==> config.mk <==
export PLATFORM = sky130hd
export DESIGN_NAME = toggle_pulse_gen
export DESIGN_NICKNAME = d
export VERILOG_FILES = /design/src/rtl/tpg_pkg.sv /design/src/rtl/tpg_down_counter.sv /design/src/rtl/toggle_pulse_gen.sv
export SDC_FILE = /design/constraint.sdc
export NUM_CORES = 1
export LEC_CHECK = 0
export ABC_AREA = 1
export CAP_MARGIN = 10
export CORE_MARGIN = 2
export CORE_UTILIZATION = 55
export CTS_BUF_LIST = sky130_fd_sc_hd__clkbuf_8
export DETAILED_ROUTE_END_ITERATION = 8
export PLACE_DENSITY = 0.8
export SETUP_SLACK_MARGIN = 0.2
export SYNTH_ARGS = -nofsm -noshare
export SYNTH_HDL_FRONTEND = slang
export SYNTH_SLANG_ARGS = --single-unit
==> constraint.sdc <==
create_clock -name clk -period 4.1 [get_ports clk]
set_clock_uncertainty 0.1 [all_clocks]
set_input_delay 0.82 -clock clk [delete_from_list [all_inputs] [get_ports clk]]
set_output_delay 0.82 -clock clk [all_outputs]
set_load 0.02 [all_outputs]
==> src/rtl/tpg_pkg.sv <==
// ============================================================================
// Module      : tpg_pkg
// Description : Shared state encoding and default widths for toggle_pulse_gen.
// Revision    : 1.0 - initial release
// ============================================================================
`default_nettype none

package tpg_pkg;

  localparam int TPG_CNT_W   = 16;
  localparam int TPG_BURST_W = 8;

  typedef enum logic [0:0] {
    ST_IDLE = 1'b0,
    ST_RUN  = 1'b1
  } tpg_state_e;

endpackage : tpg_pkg

`default_nettype wire

==> src/rtl/tpg_down_counter.sv <==
// ============================================================================
// Module      : tpg_down_counter
// Description : Loadable down-counter with terminal-count flag (value == 0).
// Revision    : 1.0 - initial release
// ============================================================================
`default_nettype none

module tpg_down_counter #(
  parameter int WIDTH = 16
) (
  input  logic             clk,
  input  logic             reset,
  input  logic             load,
  input  logic [WIDTH-1:0] load_val,
  input  logic             en,
  output logic [WIDTH-1:0] value,
  output logic             tc
);

  logic [WIDTH-1:0] r_value;

  always_ff @(posedge clk) begin
    if (!reset) begin
      r_value <= '0;
    end else if (load) begin
      r_value <= load_val;
    end else if (en) begin
      r_value <= r_value - WIDTH'(1);
    end
  end

  assign value = r_value;
  assign tc    = (r_value == '0);

endmodule : tpg_down_counter

`default_nettype wire

==> src/rtl/toggle_pulse_gen.sv <==
// ============================================================================
// Module      : toggle_pulse_gen
// Description : Programmable-period, optional-burst generator of the one-cycle
//               toggle-enable for a downstream T flip-flop.
//               Optional macro TPG_PULSE_CNT_EN adds the pulse_cnt output.
// Revision    : 1.0 - initial release
// ============================================================================
`default_nettype none

module toggle_pulse_gen
  import tpg_pkg::*;
#(
  parameter int CNT_W   = TPG_CNT_W,
  parameter int BURST_W = TPG_BURST_W
) (
  input  logic               clk,
  input  logic               reset,
  input  logic               start,
  input  logic               stop,
  input  logic [CNT_W-1:0]   period,
  input  logic [BURST_W-1:0] burst,
  output logic               t,
  output logic               busy,
  output logic               done,
  output logic               err
`ifdef TPG_PULSE_CNT_EN
  ,
  output logic [BURST_W-1:0] pulse_cnt
`endif
);

  tpg_state_e         r_state;
  tpg_state_e         w_state_nxt;
  logic [CNT_W-1:0]   r_period;
  logic [BURST_W-1:0] r_burst;
  logic [BURST_W-1:0] r_left;
  logic               r_t;
  logic               r_busy;
  logic               r_done;
  logic               r_err;

  logic               w_idle_start;
  logic               w_accept;
  logic               w_err_nxt;
  logic               w_pulse;
  logic               w_last;
  logic               w_cnt_load;
  logic [CNT_W-1:0]   w_cnt_load_val;
  logic [CNT_W-1:0]   w_cnt_val;
  logic               w_cnt_tc;

  assign w_idle_start = (r_state == ST_IDLE) && start && !stop;
  assign w_accept     = w_idle_start && (period != '0);
  assign w_err_nxt    = w_idle_start && (period == '0);

  // r_done marks the wind-down cycle after the final pulse: busy still high,
  // no further pulses, then back to IDLE.
  assign w_pulse = (r_state == ST_RUN) && !stop && !r_done && w_cnt_tc;
  assign w_last  = w_pulse && (r_burst != '0) && (r_left == BURST_W'(1));

  assign w_cnt_load     = w_accept || ((r_state == ST_RUN) && (w_cnt_val == '0));
  assign w_cnt_load_val = w_accept ? (period - CNT_W'(1)) : (r_period - CNT_W'(1));

  tpg_down_counter #(
    .WIDTH (CNT_W)
  ) u_period_cnt (
    .clk      (clk),
    .reset    (reset),
    .load     (w_cnt_load),
    .load_val (w_cnt_load_val),
    .en       (r_state == ST_RUN),
    .value    (w_cnt_val),
    .tc       (w_cnt_tc)
  );

  always_comb begin
    w_state_nxt = r_state;
    case (r_state)
      ST_IDLE: if (w_accept)         w_state_nxt = ST_RUN;
      ST_RUN:  if (stop || r_done)   w_state_nxt = ST_IDLE;
      default:                       w_state_nxt = ST_IDLE;
    endcase
  end

  always_ff @(posedge clk) begin
    if (!reset) begin
      r_state <= ST_IDLE;
    end else begin
      r_state <= w_state_nxt;
    end
  end

  always_ff @(posedge clk) begin
    if (!reset) begin
      r_t      <= 1'b0;
      r_busy   <= 1'b0;
      r_done   <= 1'b0;
      r_err    <= 1'b0;
      r_period <= '0;
      r_burst  <= '0;
      r_left   <= '0;
    end else begin
      r_t    <= w_pulse;
      r_busy <= (w_state_nxt == ST_RUN);
      r_done <= w_last;
      r_err  <= w_err_nxt;
      if (w_accept) begin
        r_period <= period;
        r_burst  <= burst;
        r_left   <= burst;
      end else if (w_pulse && (r_burst != '0)) begin
        r_left <= r_left - BURST_W'(1);
      end
    end
  end

  assign t    = r_t;
  assign busy = r_busy;
  assign done = r_done;
  assign err  = r_err;

`ifdef TPG_PULSE_CNT_EN
  logic [BURST_W-1:0] r_pulse_cnt;

  always_ff @(posedge clk) begin
    if (!reset) begin
      r_pulse_cnt <= '0;
    end else if (w_accept) begin
      r_pulse_cnt <= '0;
    end else if (w_pulse) begin
      r_pulse_cnt <= r_pulse_cnt + BURST_W'(1);
    end
  end

  assign pulse_cnt = r_pulse_cnt;
`endif

endmodule : toggle_pulse_gen

`default_nettype wire
# Word level (Yosys, flattened, before mapping)
# Index checks and enable logic that the tools add are counted.
# classes
bitwise_logic	1
reduce_logical	20
n_mux	8
n_addsub	4
n_eq_ne	1
# ops
operator	count
$mux 16	3
$sub 16x1->16 const B	3
$logic_not 16->1	2
$mux 8	2
$reduce_bool 16->1	1
$logic_and 1x1->1	10
$eq 8x1->1 const B	1
$reduce_bool 8->1	1
$sub 8x1->8 const B	1
$reduce_bool 2->1	2
$logic_not 1->1	2
$logic_or 1x1->1	2
$mux 1	2
$pmux 1 s2	1
$not 1->1	1
# totals
output_inout_bits	4
elab_cells	42
reg_bits	52
input_bits	28

# Depth between registers and ports, before layout
# Gate-level depths: netlist of the first run.
# depth
depth_word	7
mapped_depth	18

# By module
# Synthesis of the first run repeated with hierarchy kept, for this count alone.
# hier_totals
cells_unflattened	499
hier_area_um2	3343.2
# by_module_without_submodules
module	n_inst	cells_per_inst	area_per_inst_um2	seq_area_each_um2
toggle_pulse_gen	1	324	2232.1	720.7
tpg_down_counter	1	175	1111.1	320.3

# Worst setup path after synthesis of the first run
# OpenSTA, ideal clock, no wires.
# synth_path
path_kind	input port to flip-flop
startpoint	input period[11]
endpoint	register u_period_cnt.r_value[14], in the netlist u_period_cnt.value[14]
path_buffers	1
cell_stages	16
setup_slack_ps	1515
required_ps	3883
t_arrival_ps	2368
setup_time_ps	117
path_cell_list	nor2_1 nand2_1 nor2_2 nand2_2 buf_2 nand3_1 nand3_1 nand2_1 ha_1 nand2_1 nor2_4 nand2_1 nor2_1 nor2_1 nor2_1 nor2_1
# synth_between
elab_chain_len	4
elab_cells_between_ends	7
# synth_rtl
item	line_no	rtl
from (decl)	toggle_pulse_gen.sv:20	input logic [CNT_W-1:0] period,
parallel branches: the longest is 4 deep, another holds $sub 16x1->16	-	
to (signal assigned)	tpg_down_counter.sv:26	r_value <= load_val;
to (signal assigned)	tpg_down_counter.sv:28	r_value <= r_value - WIDTH'(1);
to (decl)	tpg_down_counter.sv:20	logic [WIDTH-1:0] r_value;
# Parallel ways; which one is timed is not known.
# A chain may end at the register's enable or synchronous reset.

# Worst setup path in the final report of the first run
# layout_path
startpoint	input period[8]
endpoint	register u_period_cnt.r_value[14], in the netlist u_period_cnt.value[14]
# The elaborated chain is that of the path after synthesis.

==> parameters.txt, run 1 <==
Parameter                              Value

Outcome
  Status    finished clean

Global routing
  First-pass GRT wire length    12800 um
  Global routing met3 resource utilization    5.34%
  Most crowded layer after global routing    met2
  Met2 Use GR    44.7%
  Vias in the first global route    2872
  Initial antenna violation count    0
  Maximum number of pins on one net before global-route repair    31
  Total routing usage reported by global routing    25.6%
  Remaining global-route overflow    0
  Global routing met1 resource utilization    31.6%

Route
  Average wire length per cell after detail routing    12.6 um
  Number of vias per cell after detailed routing    5.18
  DR pass1 iterations    4
  Vias after detailed routing    3059
  Remaining antenna violation count    0
  Violation count after the first detailed-route iteration    211
  DRT Wirelength    7460 um
  Final routed DRC violation total    0

Pwr
  Clock share of power    24.2%
  Tot Pwr    1.24 mW
  Combinational fraction of design power    30.0%
  Net Switching    0.426 mW
  Leakage power summed over all cells    1.69 nW
  Cell internal power dissipation    0.813 mW
  Switching share of total power    34.4%
  Sequential cell fraction of total power    45.7%
  Max IR drop VDD    0.187 mV
  Power per cell area    354 mW/mm2

Setup path
  Worst reg2reg endpoint    u_period_cnt.value[14]
  R2r worst-path depth    16
  Startpoint class of the critical path    input port
  Biggest fanout along the worst timing path    30
  Startpoint of the most critical register-to-register path    busy
  Critical path start-end classification    in -> reg
  Critical path capture point type    flop
  Crit path required time    4.20 ns
  Crit path DAT    3.44 ns
  Internal reg-to-reg setup slack    1.46 ns

Clocking
  Skew-Pair Late Insertion Delay    0.31 ns
  Hold bufs inserted after CTS    0
  Total number of H-tree levels    2
  Root cell of the clock tree    sky130_fd_sc_hd__clkbuf_8
  Sinks on Clock Net    52
  TritonCTS buffer count    5
  Post-cts sizing count    0
  Longest Clk Path Bufs    2
  Count of buffers added by post-CTS timing repair for setup    0
  TritonCTS clock tree    done
  Clock transition at the registers of the reported paths    0.08 ns

Layout
  Nets@finish    548
  Final core occ    63.9%
  Design Area, Final    0.00350 mm2
  Ant. Diodes    0
  Final Non-Filler Cells    590
  Number of fill cells in the layout    534
  Fraction of final layout cells sized beyond drive strength 1    7.72%
  Area Overhead vs Synth    13.1%

Timing
  Final slew viol count    0
  Hold slack    0.368 ns
  Setup Total Neg Slack    0 ns
  Maximum achievable frequency    0.299 GHz
  Final worst path period share    81.5%
  Shortest period the worst path allows    3.34 ns
  Worst Max-Slew Pin Slew    0.938 ns
  Unrepaired setup endpoints after global routing    false
  Slew margin rel.    37.4%
  Total count of hold-check failures in the final report    0
  Final setup margin    0.758 ns
  Finish-stage setup viols    0

Die
  Area of the die    0.00624 mm2
  I/O pin cnt    32
  Floorplan Core Area    0.00547 mm2
  Chip height    79.0 um
  Initial core utilization    56.5%
  Number of standard-cell rows in the floorplan    27
  Die span in x    79.0 um

Worst hold path
  Hold path startpoint    r_burst[1]
  Worst hold-check path type    reg -> reg
  Endpoint of the worst hold path    r_burst[1]
  Worst Hold Depth    2

Synthesis
  Number of distinct library cell variants in the gate-level netlist after synthesis    32
  Yosys warning total    0
  Syn_nets    525
  Sequential fraction of the synthesis area    33.7%
  Mean post-synth cell area    6.26 um2
  Cell Area, Synth    0.00309 mm2
  Top post-synthesis cells by area    sky130_fd_sc_hd__dfxtp_1 (34%), sky130_fd_sc_hd__nand2_1 (19%), sky130_fd_sc_hd__inv_1 (7.0%)
  Synthesis-stage register bit count    52
  Count of mapped cells out of synthesis    494
  Post-synthesis cell type with the largest combined area    sky130_fd_sc_hd__dfxtp_1
  Portion of synthesized cell area occupied by the leading cell type    33.7%

Job
  Max Cap Viol    0

Placed design
  Detailed Place HPWL    5600 um
  Number of buffer cells added on primary ports    31
  Global placer's final weighted congestion    0.882
  Worst slack at placement    0.473 ns
  Placed standard-cell area    0.00341 mm2
  Instance count after placement with tap cells included    582
==> placed cells by master (no fill, tap or decap), drive strengths merged <==
cell and n:
buf 4, nor4 3, dfxtp 52, o21ai 29
nand3 42, ha 3, nor3 3, o211ai 2
nand4 3, nand3b 10, xnor2 2, clkinv 3
a31oi 8, clkbuf 6, or2 2, a21oi 21
nor2 64, inv 62, mux2i 1, nand2 164
o21bai 1, xor2 2, clkdlybuf4s50 31
==> critical path, stage by stage <==
cell and delay, ns:
sky130_fd_sc_hd__clkdlybuf4s50_1 0.43, sky130_fd_sc_hd__nor2_1 0.14, sky130_fd_sc_hd__nand2_1 0.08, sky130_fd_sc_hd__nor2_2 0.11
sky130_fd_sc_hd__nand2_2 0.20, sky130_fd_sc_hd__nand2_4 0.14, sky130_fd_sc_hd__buf_4 0.33, sky130_fd_sc_hd__nand2_1 0.13
sky130_fd_sc_hd__nand3_1 0.13, sky130_fd_sc_hd__nand2_1 0.12, sky130_fd_sc_hd__ha_1 0.25, sky130_fd_sc_hd__inv_1 0.08
sky130_fd_sc_hd__nor2_1 0.05, sky130_fd_sc_hd__nand2_1 0.10, sky130_fd_sc_hd__nor2_2 0.05, sky130_fd_sc_hd__nand3b_1 0.08
sky130_fd_sc_hd__nand2_1 0.05, sky130_fd_sc_hd__nor2_1 0.09, sky130_fd_sc_hd__nor2_1 0.04
==> state kept, by name, summed over array words and instances, names as in the netlist <==
register            flops
r_left                  8
t                       1
err                     1
busy                    1
u_period_cnt.value     16
done                    1
r_burst                 8
r_period               16
==> synthesized netlist by cell type (all sizes together) <==
cell type  count
nand2        164
nor2          64
inv           62
dfxtp         52
nand3         42
o21ai         29
a21oi         21
buf           10
nand3b        10
clkbuf         9
a31oi          8
ha             3
nand4          3
nor3           3
nor4           3
o211ai         2
or2            2
xnor2          2
xor2           2
clkinv         1
mux2i          1
o21bai         1
==> layer usage <==
layer	share of wire, %	vias to the layer above	wire length [um]
met5	0	-	0
met4	1.5	0	110
met3	4.9	9	364
met2	48	83	3590
met1	45	1366	3390
li1	-	1601	-
==> final cells by class <==
cell class              instances  area [um2]  share of cell area [%]
clock inverters                 2        10.0                   0.286
repair buffers                 35         340                    9.73
inverters                      63         238                    6.80
well taps                      72        90.1                    2.58
multi-input cells             360        1700                    48.5
clock buffers                   6        82.6                    2.36
flip-flops and latches         52        1040                    29.8
==> how the worst max path moves through the flow <==
stage,slack (ns),endpoint,from
after floorplan,1.51,u_period_cnt.value[14],period[11]
after global placement,0.59,u_period_cnt.value[8],period[3]
after detailed placement,0.47,u_period_cnt.value[14],period[15]
after CTS,0.79,u_period_cnt.value[14],period[8]
after global routing,0.53,u_period_cnt.value[8],period[8]
final,0.76,u_period_cnt.value[14],period[8]
==> cells by family (layout without fill, tap and decap cells) <==
logic type	after synthesis	count (layout)	synth area share (%)
AO/OA/AOI/OAI	61	61	10.4
adder cells (fa/ha/maj)	3	3	1.21
XOR/XNOR	4	4	1.13
buffers and inverters	82	106	11.5
multiplexers	1	1	0.324
AND/OR/NAND/NOR	291	291	41.7
flip-flops	52	52	33.7
==> power groups by stage <==
stage               clock, mW  combinational, mW  sequential, mW
finish                  0.300              0.372           0.567
global placement            0              0.359           0.577
global route            0.332              0.421           0.571
floorplan                   0              0.281           0.571
detailed placement          0              0.367           0.577
CTS                     0.307              0.369           0.566
Power figures use the tool's default switching activity.
==> inputs of run 2 (changes only) <==
==> constraint.sdc (replaced) <==
create_clock -name clk -period 3.3 [get_ports clk]
set_clock_uncertainty 0.1 [all_clocks]
set_input_delay 0.66 -clock clk [delete_from_list [all_inputs] [get_ports clk]]
set_output_delay 0.66 -clock clk [all_outputs]
set_load 0.02 [all_outputs]
==> run 2 against run 1 <==
Compared with the run above:
- final cell count grew 0.51%
- core utilization grew 1.1 points
- design area grew 1.8%
- die area is the same
- non-clock buffer count grew 3
- worst hold slack gained 0.0021 ns
- sequential share of layout area shrank 0.52 points
- register-to-register slack lost 0.68 ns
- via count grew 0.62%
- global-route usage shrank 1.1 points
- critical path type unchanged
- largest cell class unchanged
- highest routed layer unchanged
==> parameters.txt, run 2 (same netlist as run 1, synthesis figures left out) <==
Parameter                              Value

Die
  Chip height    79.0 um (unchanged)
  Area of the die    0.00624 mm2 (unchanged)
  Die span in x    79.0 um (unchanged)
  Number of standard-cell rows in the floorplan    27 (unchanged)
  Initial core utilization    56.5% (unchanged)
  Floorplan Core Area    0.00547 mm2 (unchanged)
  I/O pin cnt    32 (unchanged)

Placed design
  Instance count after placement with tap cells included    585 (+0.52%)
  Global placer's final weighted congestion    0.973 (+10%)
  Detailed Place HPWL    5580 um (-0.43%)
  Placed standard-cell area    0.00343 mm2 (+0.66%)
  Number of buffer cells added on primary ports    31 (unchanged)
  Worst slack at placement    0.0529 ns (-0.420 ns)

Setup path
  Critical Path Most Common Cell    sky130_fd_sc_hd__nand2_1
  R2r worst-path depth    15 (-1)
  Crit path DAT    3.03 ns (-0.41 ns)
  Biggest fanout along the worst timing path    9 (-70%)
  Critical path start-end classification    in -> reg
  Critical path capture point type    flop
  Critical Path Max Stage Delay    0.42 ns (about the same)
  Crit path required time    3.41 ns (-0.79 ns)
  CP Cell Sequence    clkdlybuf4s50_1 -> nor2_1 -> nand2_1 -> nor2_2 -> nand2_4 -> buf_4 -> nand3_1 -> nand3_1 -> nand2_2 -> ha_1 -> nand2_1 -> nor2_4 -> nand2_1 -> nand2_1 -> o21ai_1 -> o21bai_1 -> inv_1
  Crit-path slowest cell    sky130_fd_sc_hd__clkdlybuf4s50_1
  Startpoint class of the critical path    input port

Pwr
  Leakage power summed over all cells    1.73 nW (+2.2%)
  Power per cell area    453 mW/mm2 (+28%)
  Tot Pwr    1.61 mW (+30%)
  Max IR drop VDD    0.286 mV (+53%)

Route
  Final routed DRC violation total    0 (unchanged)
  DRT Wirelength    7440 um (-0.23%)
  Vias after detailed routing    3078 (+0.62%)
  Number of vias per cell after detailed routing    5.19 (+0.11%)
  DR pass1 iterations    5 (+1)
  Violation count after the first detailed-route iteration    192 (-9.0%)
  Average wire length per cell after detail routing    12.5 um (-0.73%)
  Remaining antenna violation count    0 (unchanged)

Global routing
  Remaining global-route overflow    0 (unchanged)
  First-pass GRT wire length    12100 um (-5.6%)
  Total routing usage reported by global routing    24.5% (-1.1 points)
  Initial antenna violation count    0 (unchanged)
  Vias in the first global route    2702 (-5.9%)
  Maximum number of pins on one net before global-route repair    27 (-13%)

Job
  Max Cap Viol    0 (unchanged)

Layout
  Most frequent cells in the layout    sky130_fd_sc_hd__nand2_1 (156), sky130_fd_sc_hd__inv_1 (58), sky130_fd_sc_hd__nor2_1 (53), sky130_fd_sc_hd__dfxtp_1 (52), sky130_fd_sc_hd__nand3_1 (38)
  Most common cell after layout, fill and taps aside    sky130_fd_sc_hd__nand2_1
  Fraction of final layout cells sized beyond drive strength 1    8.45% (+0.72 points)
  Final core occ    65.1% (+1.1 points)
  Design Area, Final    0.00356 mm2 (+1.8%)
  Nets@finish    551 (+0.55%)
  Ant. Diodes    0 (unchanged)
  Final Non-Filler Cells    593 (+0.51%)
  Area Overhead vs Synth    15.1%

Timing
  Worst Max-Slew Pin Slew    0.595 ns (-0.342 ns)
  Final slew viol count    0 (unchanged)
  Total count of hold-check failures in the final report    0 (unchanged)
  Slew margin rel.    60.3% (+23 points)
  Final worst path period share    88.5%
  Maximum achievable frequency    0.342 GHz
  Setup Total Neg Slack    0 ns (unchanged)
  Finish-stage setup viols    0 (unchanged)
  Final setup margin    0.378 ns (-0.380 ns)
  Hold slack    0.370 ns (+0.00211 ns)
  Shortest period the worst path allows    2.92 ns
  Unrepaired setup endpoints after global routing    false

Clocking
  Longest Clk Path Bufs    2 (unchanged)
  Hold bufs inserted after CTS    0 (unchanged)
  Clock transition at the registers of the reported paths    0.09 ns (about the same)
  Root cell of the clock tree    sky130_fd_sc_hd__clkbuf_8
  Skew-Pair Late Insertion Delay    0.31 ns (about the same)
  TritonCTS clock tree    done
  Sinks on Clock Net    52 (unchanged)
  Total number of H-tree levels    2 (unchanged)
  TritonCTS buffer count    5 (unchanged)

Outcome
  Status    finished clean

Worst hold path
  Worst Hold Depth    2 (unchanged)
  Worst hold-check path type    reg -> reg
run 2: cell count changes in the layout (fill, tap and decap cells not counted), sizes merged:
cell / delta
clkbuf: -1
clkinv: -1
clkinvlp: +1
buf: +3
bufinv: +1
run 2: report_power, final:
| group | total (mW) | leakage [nW] | switching [mW] | internal, mW |
|---|---|---|---|---|
| Sequential | 0.705 | 0.427 | 0.0312 | 0.674 |
| Clock | 0.443 | 0.0541 | 0.218 | 0.225 |
| Combinational | 0.465 | 1.25 | 0.292 | 0.173 |
| Total | 1.61 | 1.73 | 0.542 | 1.07 |
run 2: worst paths after layout:
check | slack, ns | endpoint | startpoint
setup reg to reg | 0.78 | u_period_cnt.value[8] | u_period_cnt.value[8]
hold reg to reg | 0.37 | r_burst[4] | r_burst[4]
setup / recovery | 0.38 | u_period_cnt.value[8] | period[11]
hold / removal | 0.37 | r_burst[4] | r_burst[4]
run 2: cell type report:
type	count	area [um2]
Fill cell	524	1910
Multi-Input combinational cell	360	1710
Sequential cell	52	1040
Timing Repair Buffer	38	367
Inverter	63	238
Tap cell	72	90.1
Clock buffer	5	68.8
Clock inverter	3	42.5
run 2: metal layers:
| layer | global-route usage [%] | wire (um) | up-vias |
|---|---|---|---|
| met5 | 0 | 0 | - |
| met4 | 7.07 | 93 | 0 |
| met3 | 4.55 | 345 | 10 |
| met2 | 42.7 | 3570 | 88 |
| met1 | 30.9 | 3430 | 1377 |
| li1 | - | - | 1603 |
run 2: repair_timing:
item                       in CTS  in global routing
buffers inserted                0                  0
resized for setup               0                  5
setup endpoints to repair       0                  8
run 2: worst max-delay path: cells and delay by family:
| family | cells | cell delay [ns] |
|---|---|---|
| AND/OR/NAND/NOR | 11 | 1.29 |
| adder cells (fa/ha/maj) | 1 | 0.19 |
| buffers and inverters | 3 | 0.65 |
| AO/OA/AOI/OAI | 2 | 0.23 |
